`config.mk`:
```
export PLATFORM = sky130hd
export DESIGN_NAME = sw_debouncer
export DESIGN_NICKNAME = d
export VERILOG_FILES = /design/src/rtl/sw_debounce_pkg.sv /design/src/rtl/sw_debounce_bit.sv /design/src/rtl/sw_debouncer.sv
export SDC_FILE = /design/constraint.sdc
export NUM_CORES = 1
export LEC_CHECK = 0
export ABC_AREA = 1
export CAP_MARGIN = 20
export CORE_MARGIN = 5
export CORE_UTILIZATION = 60
export CTS_CLUSTER_SIZE = 30
export DETAILED_ROUTE_END_ITERATION = 16
export HOLD_SLACK_MARGIN = 0.02
export PLACE_DENSITY = 0.78
export SKIP_CTS_REPAIR_TIMING = 1
export SLEW_MARGIN = 0
export SYNTH_ARGS = -nofsm -noshare
export SYNTH_HDL_FRONTEND = slang
export SYNTH_HIERARCHICAL = 1
export SYNTH_SLANG_ARGS = --single-unit
export TNS_END_PERCENT = 50
```
`constraint.sdc`:
```
create_clock -name i_clk -period 1.85 [get_ports i_clk]
set_clock_uncertainty 0.1 [all_clocks]
set_input_delay 0.2775 -clock i_clk [delete_from_list [all_inputs] [get_ports i_clk]]
set_output_delay 0.2775 -clock i_clk [all_outputs]
set_load 0.005 [all_outputs]
```
`src/rtl/sw_debounce_pkg.sv`:
```
// Shared constants and helpers for the slide-switch debouncer.
// Holds the bus width, the qualification lengths and the counter sizing.
package sw_debounce_pkg;

  localparam int SW_WIDTH              = 10;
  localparam int DEFAULT_STABLE_CYCLES = 500000;
  localparam int SIM_STABLE_CYCLES     = 4;

  // Per-bit decision taken on each clock edge.
  typedef enum logic [1:0] {
    ACT_CLEAR  = 2'd0,
    ACT_COUNT  = 2'd1,
    ACT_COMMIT = 2'd2
  } db_action_e;

  // The counter must hold 0 .. stable_cycles-1 and is never narrower than one bit.
  function automatic int cnt_width(input int stable_cycles);
    int w;
    w = $clog2(stable_cycles);
    return (w < 1) ? 1 : w;
  endfunction

endpackage

```
`src/rtl/sw_debounce_bit.sv`:
```
// One debounced switch bit: two-flop synchroniser, stability counter,
// debounced level flop and registered rise/fall strobes.
module sw_debounce_bit
  import sw_debounce_pkg::*;
#(
  parameter int STABLE_CYCLES = DEFAULT_STABLE_CYCLES
) (
  input  logic i_clk,
  input  logic i_rst_n,
  input  logic i_sw_raw,
  output logic o_sw_db,
  output logic o_sw_rise,
  output logic o_sw_fall,
  output logic o_commit
);

  localparam int            CW       = cnt_width(STABLE_CYCLES);
  localparam logic [CW-1:0] CNT_LAST = CW'(STABLE_CYCLES - 1);
  localparam logic [CW-1:0] CNT_ONE  = CW'(1);

  logic          r_s1;
  logic          r_s2;
  logic          r_db;
  logic          r_rise;
  logic          r_fall;
  logic [CW-1:0] r_cnt;
  db_action_e    w_act;

  // Any sample matching the current level discards the partial count.
  always_comb begin
    w_act = ACT_CLEAR;
    if (r_s2 != r_db) begin
      if (r_cnt == CNT_LAST) w_act = ACT_COMMIT;
      else                   w_act = ACT_COUNT;
    end
  end

  always_ff @(posedge i_clk or negedge i_rst_n) begin
    if (!i_rst_n) begin
      r_s1   <= 1'b0;
      r_s2   <= 1'b0;
      r_db   <= 1'b0;
      r_rise <= 1'b0;
      r_fall <= 1'b0;
      r_cnt  <= '0;
    end else begin
      r_s1   <= i_sw_raw;
      r_s2   <= r_s1;
      r_rise <= 1'b0;
      r_fall <= 1'b0;
      case (w_act)
        ACT_COUNT: r_cnt <= r_cnt + CNT_ONE;
        ACT_COMMIT: begin
          r_cnt  <= '0;
          r_db   <= r_s2;
          r_rise <= r_s2;
          r_fall <= ~r_s2;
        end
        default: r_cnt <= '0;
      endcase
    end
  end

  assign o_sw_db   = r_db;
  assign o_sw_rise = r_rise;
  assign o_sw_fall = r_fall;
  assign o_commit  = (w_act == ACT_COMMIT);

endmodule

```
`src/rtl/sw_debouncer.sv`:
```
// Slide-switch conditioning stage: per-bit independent debouncers plus a
// registered any-change strobe aligned with the per-bit rise/fall strobes.
module sw_debouncer
  import sw_debounce_pkg::*;
#(
  parameter int WIDTH         = SW_WIDTH,
  parameter int STABLE_CYCLES = DEFAULT_STABLE_CYCLES
) (
  input  logic             i_clk,
  input  logic             i_rst_n,
  input  logic [WIDTH-1:0] i_sw_raw,
  output logic [WIDTH-1:0] o_sw_db,
  output logic [WIDTH-1:0] o_sw_rise,
  output logic [WIDTH-1:0] o_sw_fall,
  output logic             o_sw_changed
);

  logic [WIDTH-1:0] w_commit;
  logic             r_changed;

  for (genvar gi = 0; gi < WIDTH; gi++) begin : g_bit
    sw_debounce_bit #(
      .STABLE_CYCLES (STABLE_CYCLES)
    ) u_bit (
      .i_clk     (i_clk),
      .i_rst_n   (i_rst_n),
      .i_sw_raw  (i_sw_raw[gi]),
      .o_sw_db   (o_sw_db[gi]),
      .o_sw_rise (o_sw_rise[gi]),
      .o_sw_fall (o_sw_fall[gi]),
      .o_commit  (w_commit[gi])
    );
  end

  // Built from the pre-register commits so the pulse lands with the bit strobes.
  always_ff @(posedge i_clk or negedge i_rst_n) begin
    if (!i_rst_n) r_changed <= 1'b0;
    else          r_changed <= |w_commit;
  end

  assign o_sw_changed = r_changed;

endmodule
```
==> metrics.md, run 1 <==
| Metric | Value |
|---|---|
| I/O pins | 43 |
| Max Fclk | 559 MHz |
| Startpoint types | register |
| Total power divided by cell area | 754 mW/mm² |
| H-tree Lvls | 1 |
| Wire per inst | 12.5 µm |
| Die ar. | 0.0243 mm² |
| Finish-stage setup viols | 0 |
| Slew @ Worst Pin | 0.366 ns |
| Core Area | 0.0210 mm² |
| Final WL | 24.2 mm |
| Clock slew at reported path FFs | 0.06 ns |
| Final Cycle Share | 96.7% |
| DR pass1 iterations | 5 |
| DRT iter0 DRCs | 530 |
| Area growth syn-to-layout | 12.8% |
| Seq/Total Area, Yosys | 47.2% |
| Post-route DRC | 0 |
| Total number of vias | 9738 |
| Share of the synthesized area in the top cell type | 47.2% |
| Syn Area/Cell | 8.15 µm² |
| Via-per-instance ratio | 5.04 |
| Hold slack final | 0.0867 ns |
| Final WS setup | 0.0609 ns |
| Setup TNS | 0 ns |
| WP buf/inv | 1 |
| Final Non-Filler Cells | 1932 |
| Final min period | 1.79 ns |
| Mapped Nets | 1592 |
| Post-DP HPWL | 17.2 mm |
| Hold WC Path Type | in -> reg |
| Max_cap viols | 0 |
| Total power | 10.9 mW |
| Delay-heaviest family, CP | buffers and inverters |
| LEAKAGE | 6.44 nW |
| Critical path type | reg -> out |
| Diodes inserted | 0 |
| Final Util | 68.6% |
| Share of layout cells above drive strength 1 | 8.63% |
| Fraction of registers with async set/reset | 100% |
| Unrepaired setup endpoints after global routing | no |
| Nets@finish | 1662 |
| Multi-input gate area | 0.00605 mm² |
| Critical Path Max Stage Delay | 0.51 ns |
| Worst path depth | 1 |
| Peak supply drop | 0.000755 V |
| Worst skew pair latency | 0.53 ns |
| Routed Antenna Nets | 0 |
| Hold Path Depth | 1 |
| Worst path required time | 1.47 ns |
| Yosys top cell by area | dfrtp_1 |
| Mapped Cells | 1570 |
| Crit-path max FO | 3 |
| Worst r2r path cells | 9 |
| Placer Congestion | 0.886 |
| Ranking of synthesized cells by area | dfrtp_1 (47%), nor2_1 (12%), nand2_1 (9.2%), xor2_1 (5.5%), nand3_1 (5.1%) |
| Max_slew headroom | 75.6% |
| Top_reg_cell synth | dfrtp_1 |
| Initial antenna violation count | 0 |
| Final instance area | 0.0144 mm² |
| Distinct cell type count after synthesis | 22 |
| Root buffer cell | clkbuf_16 |
| Gr ovfl total | 0 |
| FF+latch count, synth | 241 |
| Die height | 156 µm |
| I/O Buffers | 42 |
| CP startpoint | g_bit[9].u_bit/o_sw_db$_DFFE_PN0N_ |
| Area after DPL | 0.0135 mm² |
| Critical path's slowest cell | clkdlybuf4s50_1 |
| Run status | completed |
| Min-delay src | i_sw_raw[1] |
| Critical Path Sink Type | primary output |
| First-pass GRT wire length | 43.0 mm |
| Top cells by count, synth | nor2_1 (405), nand2_1 (312), dfrtp_1 (241), inv_1 (160), nand3_1 (130) |
| Synthesis warning total | 6 |
| Die Span X | 156 µm |
| Largest net degree at the start of global routing | 71 |
| Clock sinks | 241 |
| Fill cells | 1687 |
| Critical path arrival | 1.41 ns |
| Initial Utilization | 60.8% |
| Synth Cell Area | 0.0128 mm² |
| Vias in the first global route | 9590 |
| Number of core rows | 53 |
| Pins Over Slew Limit | 0 |
| Storage element area | 0.00603 mm² |
| CTS tree | built |
| Post-synth EDFFs | 0 |
| TritonCTS Buffers | 26 |
| Place WS | 0.0941 ns |
| Max clock buf depth | 3 |
| R2r startpoint | g_bit[7].u_bit/r_cnt[0]$_DFF_PN0_ |
| Worst-path cell chain | clkdlybuf4s50_1 |
| Global-route usage over all layers | 20.7% |
| Final Hold Viols | 0 |
| Count leader, synth | nor2_1 |
| Cell total after placement | 1884 |
## report_power, final
| part | leakage, nW | total [mW] | internal, mW | switching, mW |
|---|---|---|---|---|
| Combinational | 2.72 | 0.399 | 0.122 | 0.277 |
| Sequential | 3.30 | 5.41 | 5.35 | 0.0591 |
| Clock | 0.420 | 5.07 | 3.02 | 2.05 |
## worst register-to-register path: stages (launching register included)
cell and delay, ns:
dfrtp_1 0.36, ha_1 0.23, nand2_1 0.12, nor2_4 0.20, nand3_4 0.14, nor2_1 0.18, nor2_1 0.08, nand2_1 0.13
nor2_1 0.05, nand2_1 0.05
## worst paths after layout
path,endpoint,slack [ns]
min in group asynchronous,g_bit[7].u_bit/o_sw_fall$_DFF_PN0_,0.11
setup / recovery,o_sw_db[9],0.06
hold / removal,g_bit[1].u_bit/r_s1$_DFF_PN0_,0.09
max in group asynchronous,g_bit[3].u_bit/r_cnt[14]$_DFF_PN0_,0.90
hold reg to reg,g_bit[8].u_bit/r_s2$_DFF_PN0_,0.25
setup reg to reg,o_sw_changed$_DFF_PN0_,0.16
## area by class of cell
class                   count  area share [%]
clock buffers              33            4.98
well taps                 275            2.39
multi-input cells        1159            41.9
flip-flops and latches    241            41.8
repair buffers             52            3.83
clock inverters            12           0.868
inverters                 160            4.16
## routing by layer
| metal | global-route usage (%) | wire, µm | share of wire, % |
|---|---|---|---|
| met2 | 36.7 | 12000 | 49 |
| met4 | 5.67 | 636 | 2.6 |
| met5 | 0 | 0 | 0 |
| met3 | 2.69 | 815 | 3.4 |
| met1 | 26.8 | 10800 | 45 |
## sequential cells by signal, summed over array words and instances, names as in the netlist
signal                 flops
g_bit.u_bit/o_sw_rise     10
g_bit.u_bit/o_sw_db       10
g_bit.u_bit/r_s1          10
g_bit.u_bit/o_sw_fall     10
o_sw_changed               1
g_bit.u_bit/r_s2          10
g_bit.u_bit/r_cnt        190
## cell usage in the layout, fill, tap and decap left out, drive strengths merged
master         netlist  routed
a21oi               20      20
and2                11      11
buf                 10      10
bufinv               0       2
clkbuf               0      33
clkdlybuf4s50        0      36
clkinv               0       9
dfrtp              241     241
dlygate4sd3          0       1
dlymetal6s2s         0       5
ha                  10      10
inv                160     161
nand2              332     332
nand3              140     140
nand3b              10      10
nand4               10      10
nor2               465     465
nor3                10      10
o21ai               10      10
o21bai              30      30
or2                  1       1
xnor2               30      30
xor2                80      80
## cells by family (layout without fill, tap and decap cells)
kind of cell	count (synthesis)	count (layout)	share of synthesized area, %
buffers and inverters	170	257	5.58
DFF	241	241	47.2
xor gates and xnor gates	110	110	7.53
adders and majority gates	10	10	0.978
and+or+nand+nor	979	979	35.8
AOI/OAI and AO/OA	60	60	2.94
Note: power is estimated with default switching activity, not from simulation.
==> inputs of run 2 (changes only) <==
--- a/config.mk
+++ b/config.mk
@@ -9,6 +9,7 @@
 export CAP_MARGIN = 20
 export CORE_MARGIN = 5
 export CORE_UTILIZATION = 60
+export CTS_CLUSTER_DIAMETER = 60
 export CTS_CLUSTER_SIZE = 30
 export DETAILED_ROUTE_END_ITERATION = 16
 export HOLD_SLACK_MARGIN = 0.02
==> run 2 against run 1 <==
Register-to-register slack hardly changed. Worst hold slack improved by 0.012 ns. Worst setup slack better by 0.0013 ns. Non-clock buffer count decreased by 1. Routed wire length decreased by 1.1%. Via count is 0.94% lower. Critical path depth did not move. Largest power group unchanged.
==> metrics.md, run 2 (same netlist as run 1, synthesis figures left out) <==
| Metric | Value |
|---|---|
| DRT iter0 DRCs | 526 |
| Max_slew headroom | 75.7% |
| H-tree Lvls | 1 |
| Switching pwr | 2.50 mW |
| Via-per-instance ratio | 5.02 |
| Max_cap viols | 0 |
| Hold slack final | 0.0985 ns |
| Final Cycle Share | 96.6% |
| I/O pins | 43 |
| R2r startpoint | g_bit[4].u_bit/r_cnt[0]$_DFF_PN0_ |
| GR peak layer | met2 |
| Gr ovfl total | 0 |
| Critical Path Sink Type | primary output |
| Delay-heaviest family, CP | buffers and inverters |
| Root buffer cell | clkbuf_16 |
| Die Span X | 156 µm |
| R2r endpoint | o_sw_changed$_DFF_PN0_ |
| Post-route DRC | 0 |
| Place WS | 0.0941 ns |
| Final min period | 1.79 ns |
| Final WL | 23.9 mm |
| Critical Path Max Stage Delay | 0.52 ns |
| Crit-path max FO | 3 |
| M3 GR Usage | 2.64% |
| DR pass1 iterations | 4 |
| Worst-path cell chain | clkdlybuf4s50_1 |
| Wire per inst | 12.5 µm |
| Critical path arrival | 1.41 ns |
| Largest Register | g_bit.u_bit/r_cnt |
| Max Fclk | 559 MHz |
| LEAKAGE | 6.29 nW |
| Met1 Use GR | 26.7% |
| Final WS setup | 0.0622 ns |
| Multi-input gate area | 0.00605 mm² |
| Area growth syn-to-layout | 11.5% |
| Diodes inserted | 0 |
| Unrepaired setup endpoints after global routing | no |
| Final Hold Viols | 0 |
| Final instance area | 0.0143 mm² |
| TritonCTS Buffers | 21 |
| Run status | completed |
| Storage element area | 0.00603 mm² |
| Power share of the clock group | 43.3% |
| Initial antenna violation count | 0 |
| Combinational power share | 3.9% |
| Vias in the first global route | 9500 |
| Switch share | 24.5% |
| First-pass GRT wire length | 42.3 mm |
| Die ar. | 0.0243 mm² |
| Area after DPL | 0.0135 mm² |
| Max clock buf depth | 3 |
| Share of layout cells above drive strength 1 | 8.26% |
| Pins Over Slew Limit | 0 |
| I/O Buffers | 42 |
| Number of core rows | 53 |
| Internal | 7.71 mW |
| Final Util | 67.8% |
| Hold Crit Endpoint | g_bit[6].u_bit/r_s1$_DFF_PN0_ |
| Setup slack, reg-to-reg | 0.16 ns |
| Global-route usage over all layers | 20.3% |
| Worst r2r path cells | 8 |
| Initial Utilization | 60.8% |
| Peak supply drop | 0.000734 V |
| Post-DP HPWL | 17.2 mm |
| Total number of vias | 9646 |
| Routed Antenna Nets | 0 |
| Critical path's slowest cell | clkdlybuf4s50_1 |
| Die height | 156 µm |
| Fill cells | 1699 |
| Total power divided by cell area | 716 mW/mm² |
| Finish-stage setup viols | 0 |
| Hold WC Path Type | in -> reg |
| Worst skew pair latency | 0.51 ns |
| Startpoint types | register |
| Setup TNS | 0 ns |
| Most frequent cells in the layout | nor2_1 (404), nand2_1 (312), dfrtp_1 (241) |
| Power share of the sequential group | 52.8% |
| Placer Congestion | 0.886 |
| Nets@finish | 1656 |
| Met2 Track Usage GR | 35.9% |
| Commonest non-fill, non-tap cell in the layout | nor2_1 |
| Max reg flops | 190 |
| WP buf/inv | 1 |
| Clock sinks | 241 |
| Core Area | 0.0210 mm² |
| Slew @ Worst Pin | 0.364 ns |
| Worst path required time | 1.47 ns |
| Critical path type | reg -> out |
| Largest net degree at the start of global routing | 71 |
| Hold Path Depth | 1 |
| CTS tree | built |
| Min-delay src | i_sw_raw[6] |
| Clock slew at reported path FFs | 0.08 ns |
-- run 2: cell types whose count changed in the layout (fill, tap and decap cells not counted), sizes merged, moves of 3 or more --
cell / previous run / this run
clkbuf: 33 / 22
clkinv: 9 / 5
dlymetal6s2s: 5 / 2
inv: 161 / 167
clkdlybuf4s50: 36 / 39
-- run 2: area by class of cell --
class,count,area share [%]
repair buffers,51,3.77
flip-flops and latches,241,42.3
inverters,160,4.21
clock buffers,22,3.78
multi-input cells,1159,42.4
clock inverters,14,1.13
well taps,275,2.41
-- run 2: metrics by stage --
stage | total power [mW] | cells
floorplan | 5.72 | 1570
global placement | 5.89 | 1884
detailed placement | 5.91 | 1884
CTS | 10.4 | 1920
global route | 10.6 | 1922
finish | 10.2 | 1922
-- run 2: how the worst max path moves through the flow --
stage / start / endpoint / slack (ns) / cells past startpoint
after floorplan: g_bit[5].u_bit/r_cnt[0]$_DFF_PN0_ / o_sw_changed$_DFF_PN0_ / 0.36 / 8
after global placement: g_bit[9].u_bit/r_cnt[0]$_DFF_PN0_ / o_sw_changed$_DFF_PN0_ / 0.07 / 9
after detailed placement: g_bit[9].u_bit/r_cnt[0]$_DFF_PN0_ / o_sw_changed$_DFF_PN0_ / 0.09 / 9
after CTS: g_bit[2].u_bit/o_sw_db$_DFFE_PN0N_ / o_sw_db[2] / 0.009 / 1
after global routing: g_bit[4].u_bit/r_cnt[0]$_DFF_PN0_ / o_sw_changed$_DFF_PN0_ / 0.005 / 8
final: g_bit[5].u_bit/o_sw_db$_DFFE_PN0N_ / o_sw_db[5] / 0.06 / 1
-- run 2: power by group through the flow --
stage	Clock [mW]	Combinational (mW)	Sequential (mW)
finish	4.42	0.396	5.40
global route	4.78	0.458	5.41
CTS	4.55	0.408	5.40
detailed placement	0	0.404	5.50
global placement	0	0.395	5.50
floorplan	0	0.229	5.49
-- run 2: per-layer routing --
metal	vias up	routed length (µm)	share of wire, %
li1	4998	-	-
met1	4497	10900	46
met2	113	11700	49
met3	38	732	3.1
met4	0	515	2.2
met5	-	0	0
